===== src/rtl/stream_demux_1ton_pkg.sv =====
// Shared defaults and helpers for the 1:N stream demultiplexer.
package stream_demux_pkg;

  localparam int DW_DEF   = 8;
  localparam int N_DEF    = 6;
  localparam int CNTW_DEF = 8;

  typedef logic [CNTW_DEF-1:0] drop_cnt_t;

  // Codes N..2^SW-1 are unused when N is not a power of two.
  function automatic logic sel_is_legal(input int sel, input int n);
    return (sel < n);
  endfunction

endpackage


===== src/rtl/stream_demux_1ton_if.sv =====
// Producer-side and consumer-side stream signals of the 1:N demux.
interface stream_demux_1ton_if #(
  parameter int DW   = 8,
  parameter int N    = 6,
  parameter int CNTW = 8
);
  localparam int SW = $clog2(N);

  logic                  in_valid;
  logic                  in_ready;
  logic [DW-1:0]         in_data;
  logic [SW-1:0]         in_sel;
  logic                  in_bcast;
  logic [N-1:0]          out_valid;
  logic [N-1:0]          out_ready;
  logic [N-1:0][DW-1:0]  out_data;
  logic                  err_sel;
  logic [CNTW-1:0]       drop_cnt;

  modport slave (
    input  in_valid, in_data, in_sel, in_bcast, out_ready,
    output in_ready, out_valid, out_data, err_sel, drop_cnt
  );

  modport master (
    output in_valid, in_data, in_sel, in_bcast, out_ready,
    input  in_ready, out_valid, out_data, err_sel, drop_cnt
  );
endinterface


===== src/rtl/stream_demux_1ton_chan_buf.sv =====
// One-entry output holding register; load wins over drain so a channel
// can take a new beat on the same edge its old one leaves.
module demux_chan_buf #(
  parameter int DW = 8
) (
  input  logic          clk,
  input  logic          rst_n,
  input  logic          load,
  input  logic [DW-1:0] din,
  input  logic          ready,
  output logic          valid,
  output logic [DW-1:0] dout
);

  always_ff @(posedge clk or negedge rst_n) begin
    if (!rst_n) begin
      valid <= 1'b0;
      dout  <= '0;
    end else if (load) begin
      valid <= 1'b1;
      dout  <= din;
    end else if (ready) begin
      valid <= 1'b0;
    end
  end

endmodule


===== src/rtl/stream_demux_1ton.sv =====
// Registered 1:N demux: unicast or atomic broadcast into per-channel
// one-entry buffers; illegal selects are swallowed and counted.
module stream_demux_1ton
  import stream_demux_pkg::*;
#(
  parameter int DW   = DW_DEF,
  parameter int N    = N_DEF,
  parameter int CNTW = CNTW_DEF
) (
  input logic                clk,
  input logic                rst_n,
  stream_demux_1ton_if.slave s
);

  localparam int SW = $clog2(N);

  logic [N-1:0]         free;
  logic [N-1:0]         load;
  logic [N-1:0]         vld;
  logic [N-1:0][DW-1:0] dat;
  logic                 sel_ok;
  logic                 free_sel;
  logic                 in_rdy;
  logic                 acc;
  logic                 drop;

  always_comb begin
    free     = ~vld | s.out_ready;
    sel_ok   = sel_is_legal(32'(s.in_sel), N);
    free_sel = 1'b0;
    for (int k = 0; k < N; k++)
      if (s.in_sel == SW'(k)) free_sel = free[k];
    // Broadcast waits for every channel so all buffers load together.
    if (s.in_bcast)   in_rdy = &free;
    else if (!sel_ok) in_rdy = 1'b1;
    else              in_rdy = free_sel;
    acc  = s.in_valid & in_rdy;
    drop = acc & ~s.in_bcast & ~sel_ok;
    for (int k = 0; k < N; k++)
      load[k] = acc & (s.in_bcast | (s.in_sel == SW'(k)));
  end

  assign s.in_ready  = in_rdy;
  assign s.out_valid = vld;
  assign s.out_data  = dat;

  for (genvar k = 0; k < N; k++) begin : g_chan
    demux_chan_buf #(.DW(DW)) u_buf (
      .clk   (clk),
      .rst_n (rst_n),
      .load  (load[k]),
      .din   (s.in_data),
      .ready (s.out_ready[k]),
      .valid (vld[k]),
      .dout  (dat[k])
    );
  end

  always_ff @(posedge clk or negedge rst_n) begin
    if (!rst_n) begin
      s.err_sel  <= 1'b0;
      s.drop_cnt <= '0;
    end else if (drop) begin
      s.err_sel <= 1'b1;
      if (s.drop_cnt != '1) s.drop_cnt <= s.drop_cnt + CNTW'(1);
    end
  end

endmodule

===== src/flat_wrapper.sv =====
// flat-port wrapper written by rule: the top's interface ports become plain ports
module stream_demux_1ton_flat import stream_demux_pkg::*;
#(
  parameter int DW   = DW_DEF,
  parameter int N    = N_DEF,
  parameter int CNTW = CNTW_DEF
)
  (clk, rst_n, s_in_valid, s_in_data, s_in_sel, s_in_bcast, s_out_ready, s_in_ready, s_out_valid, s_out_data, s_err_sel, s_drop_cnt);
  stream_demux_1ton_if #(.DW(DW), .N(N), .CNTW(CNTW)) s_i ();
  input logic clk;
  input logic rst_n;
  input wire logic [$bits(s_i.in_valid)-1:0] s_in_valid;
  input wire logic [$bits(s_i.in_data)-1:0] s_in_data;
  input wire logic [$bits(s_i.in_sel)-1:0] s_in_sel;
  input wire logic [$bits(s_i.in_bcast)-1:0] s_in_bcast;
  input wire logic [$bits(s_i.out_ready)-1:0] s_out_ready;
  output wire logic [$bits(s_i.in_ready)-1:0] s_in_ready;
  output wire logic [$bits(s_i.out_valid)-1:0] s_out_valid;
  output wire logic [$bits(s_i.out_data)-1:0] s_out_data;
  output wire logic [$bits(s_i.err_sel)-1:0] s_err_sel;
  output wire logic [$bits(s_i.drop_cnt)-1:0] s_drop_cnt;
  assign s_i.in_valid = s_in_valid;
  assign s_i.in_data = s_in_data;
  assign s_i.in_sel = s_in_sel;
  assign s_i.in_bcast = s_in_bcast;
  assign s_i.out_ready = s_out_ready;
  assign s_in_ready = s_i.in_ready;
  assign s_out_valid = s_i.out_valid;
  assign s_out_data = s_i.out_data;
  assign s_err_sel = s_i.err_sel;
  assign s_drop_cnt = s_i.drop_cnt;
  stream_demux_1ton #(.DW(DW), .N(N), .CNTW(CNTW)) u_core (.clk(clk), .rst_n(rst_n), .s(s_i));
endmodule

===== config.mk =====
export PLATFORM = sky130hd
export DESIGN_NAME = stream_demux_1ton_flat
export DESIGN_NICKNAME = d
export VERILOG_FILES = /design/src/rtl/stream_demux_1ton_pkg.sv /design/src/rtl/stream_demux_1ton_if.sv /design/src/rtl/stream_demux_1ton_chan_buf.sv /design/src/rtl/stream_demux_1ton.sv /design/src/flat_wrapper.sv
export SDC_FILE = /design/constraint.sdc
export NUM_CORES = 1
export LEC_CHECK = 0
export ABC_AREA = 1
export CORE_UTILIZATION = 40
export DETAILED_ROUTE_END_ITERATION = 8
export PLACE_DENSITY_LB_ADDON = 0.15
export SYNTH_ARGS = -nofsm -noshare
export SYNTH_HDL_FRONTEND = slang
export SYNTH_SLANG_ARGS = --single-unit

===== constraint.sdc =====
create_clock -name clk -period 1.7 [get_ports clk]
set_input_delay 0.34 -clock clk [delete_from_list [all_inputs] [get_ports clk]]
set_output_delay 0.34 -clock clk [all_outputs]
set_load 0.02 [all_outputs]

==> results of run 1 <==
final cells by class:
class	count	area, um^2
Fill cell	613	2520
Timing Repair Buffer	130	1170
Clock inverter	2	10.0
Inverter	16	60.1
Multi-Input combinational cell	222	1190
Clock buffer	11	141
Tap cell	96	120
Sequential cell	63	1580
metrics by stage:
stage	cells	total power, mW	hold slack [ns]
floorplan	318	3.23	0.0444
global placement	519	4.33	0.382
detailed placement	519	4.36	0.377
CTS	538	5.44	0.0182
global route	540	5.71	0.0443
finish	540	5.41	0.0128
worst max-delay path: stages:
cell and delay [ns]:
sky130_fd_sc_hd__dlygate4sd2_1 0.25, sky130_fd_sc_hd__inv_2 0.12, sky130_fd_sc_hd__nand3_4 0.10, sky130_fd_sc_hd__nor2_4 0.14, sky130_fd_sc_hd__nor2_4 0.05, sky130_fd_sc_hd__nand2_2 0.06
sky130_fd_sc_hd__nand3_2 0.08, sky130_fd_sc_hd__nand2_2 0.09, sky130_fd_sc_hd__nand2_4 0.06, sky130_fd_sc_hd__buf_6 0.13
power by group:
part	internal [mW]	switching, mW
Sequential	1.90	0.271
Clock	0.540	0.519
Combinational	1.00	1.18
cells in the mapped netlist:
cell type / instances / area share
sky130_fd_sc_hd__a31oi_1: 1 / 0.0022
sky130_fd_sc_hd__buf_2: 2 / 0.0035
sky130_fd_sc_hd__buf_4: 10 / 0.027
sky130_fd_sc_hd__buf_8: 1 / 0.0053
sky130_fd_sc_hd__clkbuf_1: 4 / 0.0053
sky130_fd_sc_hd__dfrtp_1: 63 / 0.56
sky130_fd_sc_hd__ha_1: 1 / 0.0044
sky130_fd_sc_hd__inv_1: 14 / 0.019
sky130_fd_sc_hd__inv_2: 2 / 0.0027
sky130_fd_sc_hd__nand2_1: 133 / 0.18
sky130_fd_sc_hd__nand2_2: 1 / 0.0022
sky130_fd_sc_hd__nand2_4: 1 / 0.0040
sky130_fd_sc_hd__nand3_1: 10 / 0.018
sky130_fd_sc_hd__nand3_2: 5 / 0.018
sky130_fd_sc_hd__nand3_4: 1 / 0.0062
sky130_fd_sc_hd__nand4_1: 50 / 0.11
sky130_fd_sc_hd__nor2_1: 11 / 0.015
sky130_fd_sc_hd__or2_2: 1 / 0.0022
sky130_fd_sc_hd__xnor2_1: 3 / 0.0093
sky130_fd_sc_hd__xor2_1: 4 / 0.012
flip-flops by register name (all words and copies together) (netlist names):
register,count
u_core.g_chan.u_buf.dout,48
u_core.s.drop_cnt,8
u_core.g_chan.u_buf.valid,6
u_core.s.err_sel,1
logic make-up (layout without fill, tap and decap cells):
group           count (synthesis)  in the layout
simple gates                  213            213
fa+ha+maj                       1              1
xor+xnor                        7              7
compound gates                  1              1
flops                          63             63
buf+inv                        33            159
timing repair:
action / 4_1_cts / 5_1_grt
buffers inserted: 6 / 2
gates resized for setup: 51 / 10
pin swaps: 11 / 7
endpoints found under the hold margin: 0 / 0
endpoints found under the setup margin: 65 / 58
worst max path at each step:
stage | endpoint | slack [ns] | cells past startpoint
finish | s_in_ready | -0.06 | 10
global route | s_in_ready | -0.14 | 8
CTS | s_in_ready | -0.04 | 9
detailed placement | s_in_ready | -0.78 | 10
global placement | s_in_ready | -0.73 | 10
floorplan | s_in_ready | 0.18 | 8
routing by layer:
layer  global-route usage  share of wire  vias to the layer above
li1                     -              -                     1304
met1                0.315           0.45                     1279
met2                0.335           0.45                      125
met3               0.0404          0.069                       18
met4                0.109          0.025                        0
met5                    0              0                        -
==> summary by stage, run 1 <==
Global route
The number of global-route vias before repair came to 2501. Entering global routing, the biggest net connects 64 pins. The wire length of the first global-routing pass is 12700 um. The total global routing overflow is 0.

The total global-route track usage is 0.224. The number of antenna violations at the first check in global routing was 0.

Die
The initial utilization of the core area, before any placement, comes to 0.416. The height of the chip is 86.1 um. From left edge to right edge, the die measures 86.1 um. The number of top-level pins is 85. After floorplanning, the core was sized to cover 6790 um^2. The floorplan has 30 rows.

The die area is 7410 um^2.

Logic synthesis
The synthesized net count is 340. The area share of and/or/nand/nor cells after synthesis is 0.352. The number of warnings issued by yosys is 0. The fraction of the mapped netlist area in adder cells is 0.00443. The fraction of synthesized cell area in xor and xnor cells is 0.0217. The post-synthesis sequential area ratio is 0.558. The summed instance area of the synthesized netlist is 2830 um^2. Synthesis handed over a netlist of 318 instances. The share of the synthesized area in compound gates (AO/OA/AOI/OAI) is 0.00221. The main combinational cell family by area after synthesis is simple AND/OR/NAND/NOR gates. After synthesis the netlist holds a flip-flop and latch count of 63. The number of distinct standard cells referenced by the synthesized netlist is 20. After synthesis, the share of cell area in mux cells is 0.

A synthesized cell averages 8.89 um^2.

Place
The instance area at placement is 3960 um^2. The count of buffers added on input and output ports is 84. The congestion estimate from routability-driven global placement came to 0.804. The worst setup slack before clock tree synthesis is -0.780 ns. The detailed-placement wirelength estimate is 5210 um.

Timing
Dividing the final minimum period by the clock period gives 1.04. The setup TNS is -0.0661 ns. The relative max-transition margin is 0.733. Setup slack on the critical path of the routed design comes to -0.0622 ns.

For the pin with the worst max-slew slack, the measured transition is 0.399 ns. Clock skew on the completed layout was measured at 0.00307 ns. The count of final hold-check violations was 0.

The shortest clock period the worst path allows after layout is 1.76 ns. Setup repair after global routing could not meet its margin everywhere. Derived from the worst setup path, the maximum achievable clock frequency is 0.567 GHz.

Setup violations remaining at the end of the flow were counted as 2. The final number of max-transition violations was 0.

Routing
The remaining number of nets flagged by the antenna check after routing is 0. After the first detailed-routing iteration, the DRC count stood at 200. The average via count per standard cell is 5.05.

After detailed routing, the average wire length per cell comes to 14.7 um. After detailed routing, the number of remaining DRC violations is 0. The total detailed-routing wirelength is 7930 um.

The routed layout has 2726 vias. The total iterations of the first detailed-routing run is 4.

Clocking
The depth of the CTS H-tree is 3. TritonCTS created 9 clock buffers. Counting every sink on the clock net gives 63.

The clock reaches the later pin of the worst-skew pair after 0.33 ns. The number of hold buffers added after CTS was 0. Clock-pin slew was measured on the worst setup and hold paths at 0.06 ns.

The library cell used as clock root buffer is sky130_fd_sc_hd__clkbuf_8. TritonCTS built the clock tree. The number of buffers between clock root and the deepest sink is 2.

Layout
Leaving out fill and tap cells, the most frequent cells in the layout are 127 x sky130_fd_sc_hd__nand2_1, 63 x sky130_fd_sc_hd__dfrtp_1, 60 x sky130_fd_sc_hd__clkdlybuf4s50_1, 50 x sky130_fd_sc_hd__nand4_1, 44 x sky130_fd_sc_hd__buf_4. The leading cell type in the layout, fill and taps excluded is sky130_fd_sc_hd__nand2_1. The final standard cell area without fillers is 4270 um^2. The synthesis-to-finish area growth is 51.1%. In the final design database the tool counted 464 nets. The share of the core filled with cells in the final layout is 0.629. In the final layout, the share of cells above drive strength 1 is 0.207. The number of antenna diodes in the final layout is 0.

Pwr
Across the VDD grid, the largest voltage drop is 703 uV. The leakage dissipation is 2.21 nW. The power density over the cells is 1270 nW/um^2.

Setup path
The data arrival time of the critical path is 1.42 ns. The worst endpoint required time is 1.36 ns. Across all register-to-register paths, the minimum setup slack is 0 ns. The critical path launch point type is a primary input. The worst register-to-register path begins at u_core.g_chan[2].u_buf.valid$_DFFE_PN0P_.

The most critical setup path has its startpoint at s_in_sel[2]. The number of cells on the worst reg-to-reg path is 11. The path type of the worst setup path is primary input to output port.

The maximum net fanout on the critical path is 4. The critical path endpoint category is an output port. The worst register-to-register path ends at u_core.g_chan[0].u_buf.dout[0]$_DFFE_PN0P_.

Outcome
The run finished, with violations left. The final reports fail on setup timing.

Job
The total of max-cap violations is 0.

Min path
The path class of the tightest hold or removal check is primary input to async pin.
Note: power is estimated with default switching activity, not from simulation.
==> inputs of run 2 (changes only) <==
Settings changed: CAP_MARGIN set to 20, CTS_CLUSTER_DIAMETER set to 150.
==> results of run 2 <==
Final layout, timing and power as in run 1 (identical DEF).
==> inputs of run 3 (changes only) <==
Clock period 1.7 ns to 1.5 ns, I/O delays scaled along.
==> summary by stage, run 3 (same netlist as run 1, synthesis figures left out) <==
Clocking
CTS placed an instance of sky130_fd_sc_hd__clkbuf_8 at the clock tree root. The number of buffers created by CTS is 9 (unchanged). The depth of the CTS H-tree is 3 (unchanged). The number of sinks driven by the clock tree came to 63 (unchanged).

TritonCTS built the clock tree. The clock input transition at the sequential cells of the worst setup and hold paths came to 0.08 ns (+0.02 ns). The insertion delay of the later-clocked pin in the worst-skew pair came to 0.34 ns (about the same).

The number of buffers between clock root and the deepest sink was 2 (unchanged).

Setup path
The data arrival time of the critical path is 1.43 ns (about the same). The worst setup path is of the flop to output port kind. The worst endpoint required time is 1.20 ns (-0.16 ns). The critical path launch point is u_core.g_chan[2].u_buf.valid$_DFFE_PN0P_. The maximum net fanout on the critical path is 3 (-1). The critical path endpoint category is an output port. The worst register-to-register path begins at u_core.g_chan[2].u_buf.valid$_DFFE_PN0P_.

STA classifies the critical path startpoint as a flop.

Pwr
The internal power was 4.30 mW (+25%). The share of power burned in combinational logic is 0.414 (+0.011). The leakage dissipation is 2.58 nW (+17%). The largest vdd supply drop is 755 uV (+7.4%). The net switching component of the power was 2.58 mW (+31%). The clock share of power is 0.227 (+0.031).

The portion of total power attributed to sequential cells came to 0.359 (-0.042). The power density over the cells is 1390 nW/um^2 (+9.6%). The share of total power consumed by net switching came to 0.376 (+0.0114).

Die
The die area is 7410 um^2 (unchanged). The effective utilization at floorplan came to 0.416 (unchanged). The width of the die is 86.1 um (unchanged). The floorplan core area is 6790 um^2 (unchanged). The height of the chip came to 86.1 um (unchanged). The count of standard-cell rows was 30 (unchanged). The number of top-level pins came to 85 (unchanged).

Timing
The count of final hold-check violations is 0 (unchanged). The final count of negative-setup-slack endpoints is 54 (+52). The actual slew at the worst max-slew pin is 0.446 ns (+0.0474 ns). In the finished design, the share of the clock period the worst path needs comes to 1.15. The relative max-transition margin was 0.702 (-0.0308). The setup TNS is -7.66 ns (-7.59 ns).

The timing-limited maximum frequency is 0.578 GHz. The shortest clock period the worst path allows after layout is 1.73 ns. The worst-case clock skew was 0.00988 ns (+0.00681 ns). The final number of max-transition violations is 0 (unchanged). The worst setup slack after layout is -0.232 ns (-0.169 ns). Setup repair after global routing could not meet its margin everywhere.

Layout
The largest registers in the layout are u_core.g_chan.u_buf.dout (48), u_core.s.drop_cnt (8), u_core.g_chan.u_buf.valid (6). u_core.g_chan.u_buf.dout holds more flip-flops than any other register. The final net count was 505 (+8.8%). The share of the core filled with cells in the final layout came to 0.729 (+0.100). In the layout the commonest cells are 91 x sky130_fd_sc_hd__nand2_1, 63 x sky130_fd_sc_hd__dlygate4sd2_1, 63 x sky130_fd_sc_hd__dfrtp_1, 58 x sky130_fd_sc_hd__buf_4, 50 x sky130_fd_sc_hd__nand4_1. The flip-flop count of the largest register after layout is 48 (unchanged). The final cell count without fillers is 584 (+8.1%). Relative to the synthesized area, the layout overhead comes to 75.2%. The layout cell share with drive strength beyond 1 is 0.373 (+0.166).

The library cell used most frequently in the layout, excluding fill and tap cells, is sky130_fd_sc_hd__nand2_1. The diode insertion count for antenna repair is 0 (unchanged).

Global route
The wire length of the first global-routing pass is 15500 um (+22%). The number of global-route vias before repair is 3005 (+20%). The total global-route track usage is 0.277 (+0.0531). The number of antenna violations at the first check in global routing is 0 (unchanged). The total global routing overflow is 0 (unchanged). The pin count of the biggest net entering global routing is 32 (-50%).

Outcome
The flow ran to the end, but the final reports show violations. The checks that failed: setup timing.

Routing
The routed length on met3 was 672 um (+24%). The count of unresolved DRC violations after routing is 0 (unchanged). The wire length per cell after detailed routing is 16.8 um (+15%). The routed length on met1 is 4160 um (+16%).

The wire length on met2 is 4850 um (+35%). The total detailed-routing wirelength came to 9830 um (+24%). The first-iteration detailed-routing DRC count is 219 (+9.5%).

The average via count per standard cell came to 5.15 (+2.0%). The highest signal layer in the routed design is met4. The total vias in the final route is 3007 (+10%). The remaining number of nets flagged by the antenna check after routing is 0 (unchanged).

The total iterations of the first detailed-routing run came to 4 (unchanged).

Place
The number of buffer cells added on primary ports is 84 (unchanged). The post-placement cell count is 520 (+0.19%). The global placer's final weighted congestion is 0.817 (+1.7%). The detailed-placement wirelength estimate is 5350 um (+2.7%).

Job
The total of max-cap violations was 0 (unchanged).

Min path
The kind of path behind the tightest hold check is primary input to async pin.
-- run 3: cell types whose count changed in the layout (fill, tap and decap cells not counted), moves of 4 or more --
cell                              delta
sky130_fd_sc_hd__clkdlybuf4s50_1    -51
sky130_fd_sc_hd__buf_6              +10
sky130_fd_sc_hd__buf_4              +14
sky130_fd_sc_hd__nand3_4             +6
sky130_fd_sc_hd__nand2_2            +35
sky130_fd_sc_hd__buf_12              +8
sky130_fd_sc_hd__nand2_1            -36
sky130_fd_sc_hd__dlygate4sd2_1      +47
sky130_fd_sc_hd__buf_16              +4
-- run 3: worst max-delay path, cell delays in order (launching register included) --
cell and delay (ns):
sky130_fd_sc_hd__dfrtp_1 0.39, sky130_fd_sc_hd__nand2_2 0.12, sky130_fd_sc_hd__nand4_1 0.14, sky130_fd_sc_hd__nor2_2 0.14
sky130_fd_sc_hd__nand2_2 0.09, sky130_fd_sc_hd__nand2_4 0.10, sky130_fd_sc_hd__buf_6 0.12
-- run 3: worst paths after layout --
kind	end	slack, ns	cells after the start
setup / recovery	s_in_ready	-0.23	6
hold / removal	u_core.s.err_sel$_DFFE_PN0P_	0.44	2
setup reg to reg	u_core.g_chan[4].u_buf.dout[4]$_DFFE_PN0P_	-0.22	11
hold reg to reg	u_core.g_chan[2].u_buf.dout[4]$_DFFE_PN0P_	0.48	2
max in group asynchronous	u_core.g_chan[5].u_buf.dout[3]$_DFFE_PN0P_	0.54	3
min in group clk	u_core.g_chan[3].u_buf.valid$_DFFE_PN0P_	0.46	5
-- run 3: cell type report --
cell class	instances	area, um^2
well taps	96	120
flip-flops and latches	63	1580
clock buffers	11	151
inverters	16	60.1
repair buffers	166	1600
fillers	534	1840
clock inverters	5	56.3
multi-input cells	227	1390
-- run 3: stage by stage --
| step | setup slack (ns) | cell area, um^2 | hold WS, ns | total power, mW |
|---|---|---|---|---|
| finish | -0.232 | 4950 | 0.436 | 6.88 |
| global route | -0.289 | 4950 | 0.479 | 7.20 |
| CTS | -0.204 | 4820 | 0.396 | 6.72 |
| detailed placement | -0.882 | 3980 | 0.266 | 4.95 |
| global placement | -0.836 | 3980 | 0.269 | 4.91 |
| floorplan | 0.0483 | 2830 | 0.00441 | 3.66 |
-- run 3: power groups by stage --
stage	registers [mW]	clock network [mW]	logic [mW]
global route	2.51	1.64	3.05
global placement	2.47	0	2.43
finish	2.47	1.56	2.85
CTS	2.44	1.56	2.72
floorplan	2.97	0	0.687
detailed placement	2.48	0	2.47
-- run 3: what timing repair did --
| action | in CTS | in global routing |
|---|---|---|
| hold buffers | 1 | 0 |
| pin swaps | 48 | 23 |
| gates resized for setup | 148 | 52 |
| endpoints found under the setup margin | 122 | 66 |
| endpoints found under the hold margin | 15 | 0 |
| buffers inserted | 25 | 14 |
| cloned | 13 | 0 |
-- run 3: metal layers --
layer | vias to the layer above | GRT usage
met5 | - | 0
met4 | 0 | 0.105
met3 | 12 | 0.0568
met2 | 113 | 0.452
met1 | 1473 | 0.365
li1 | 1409 | -
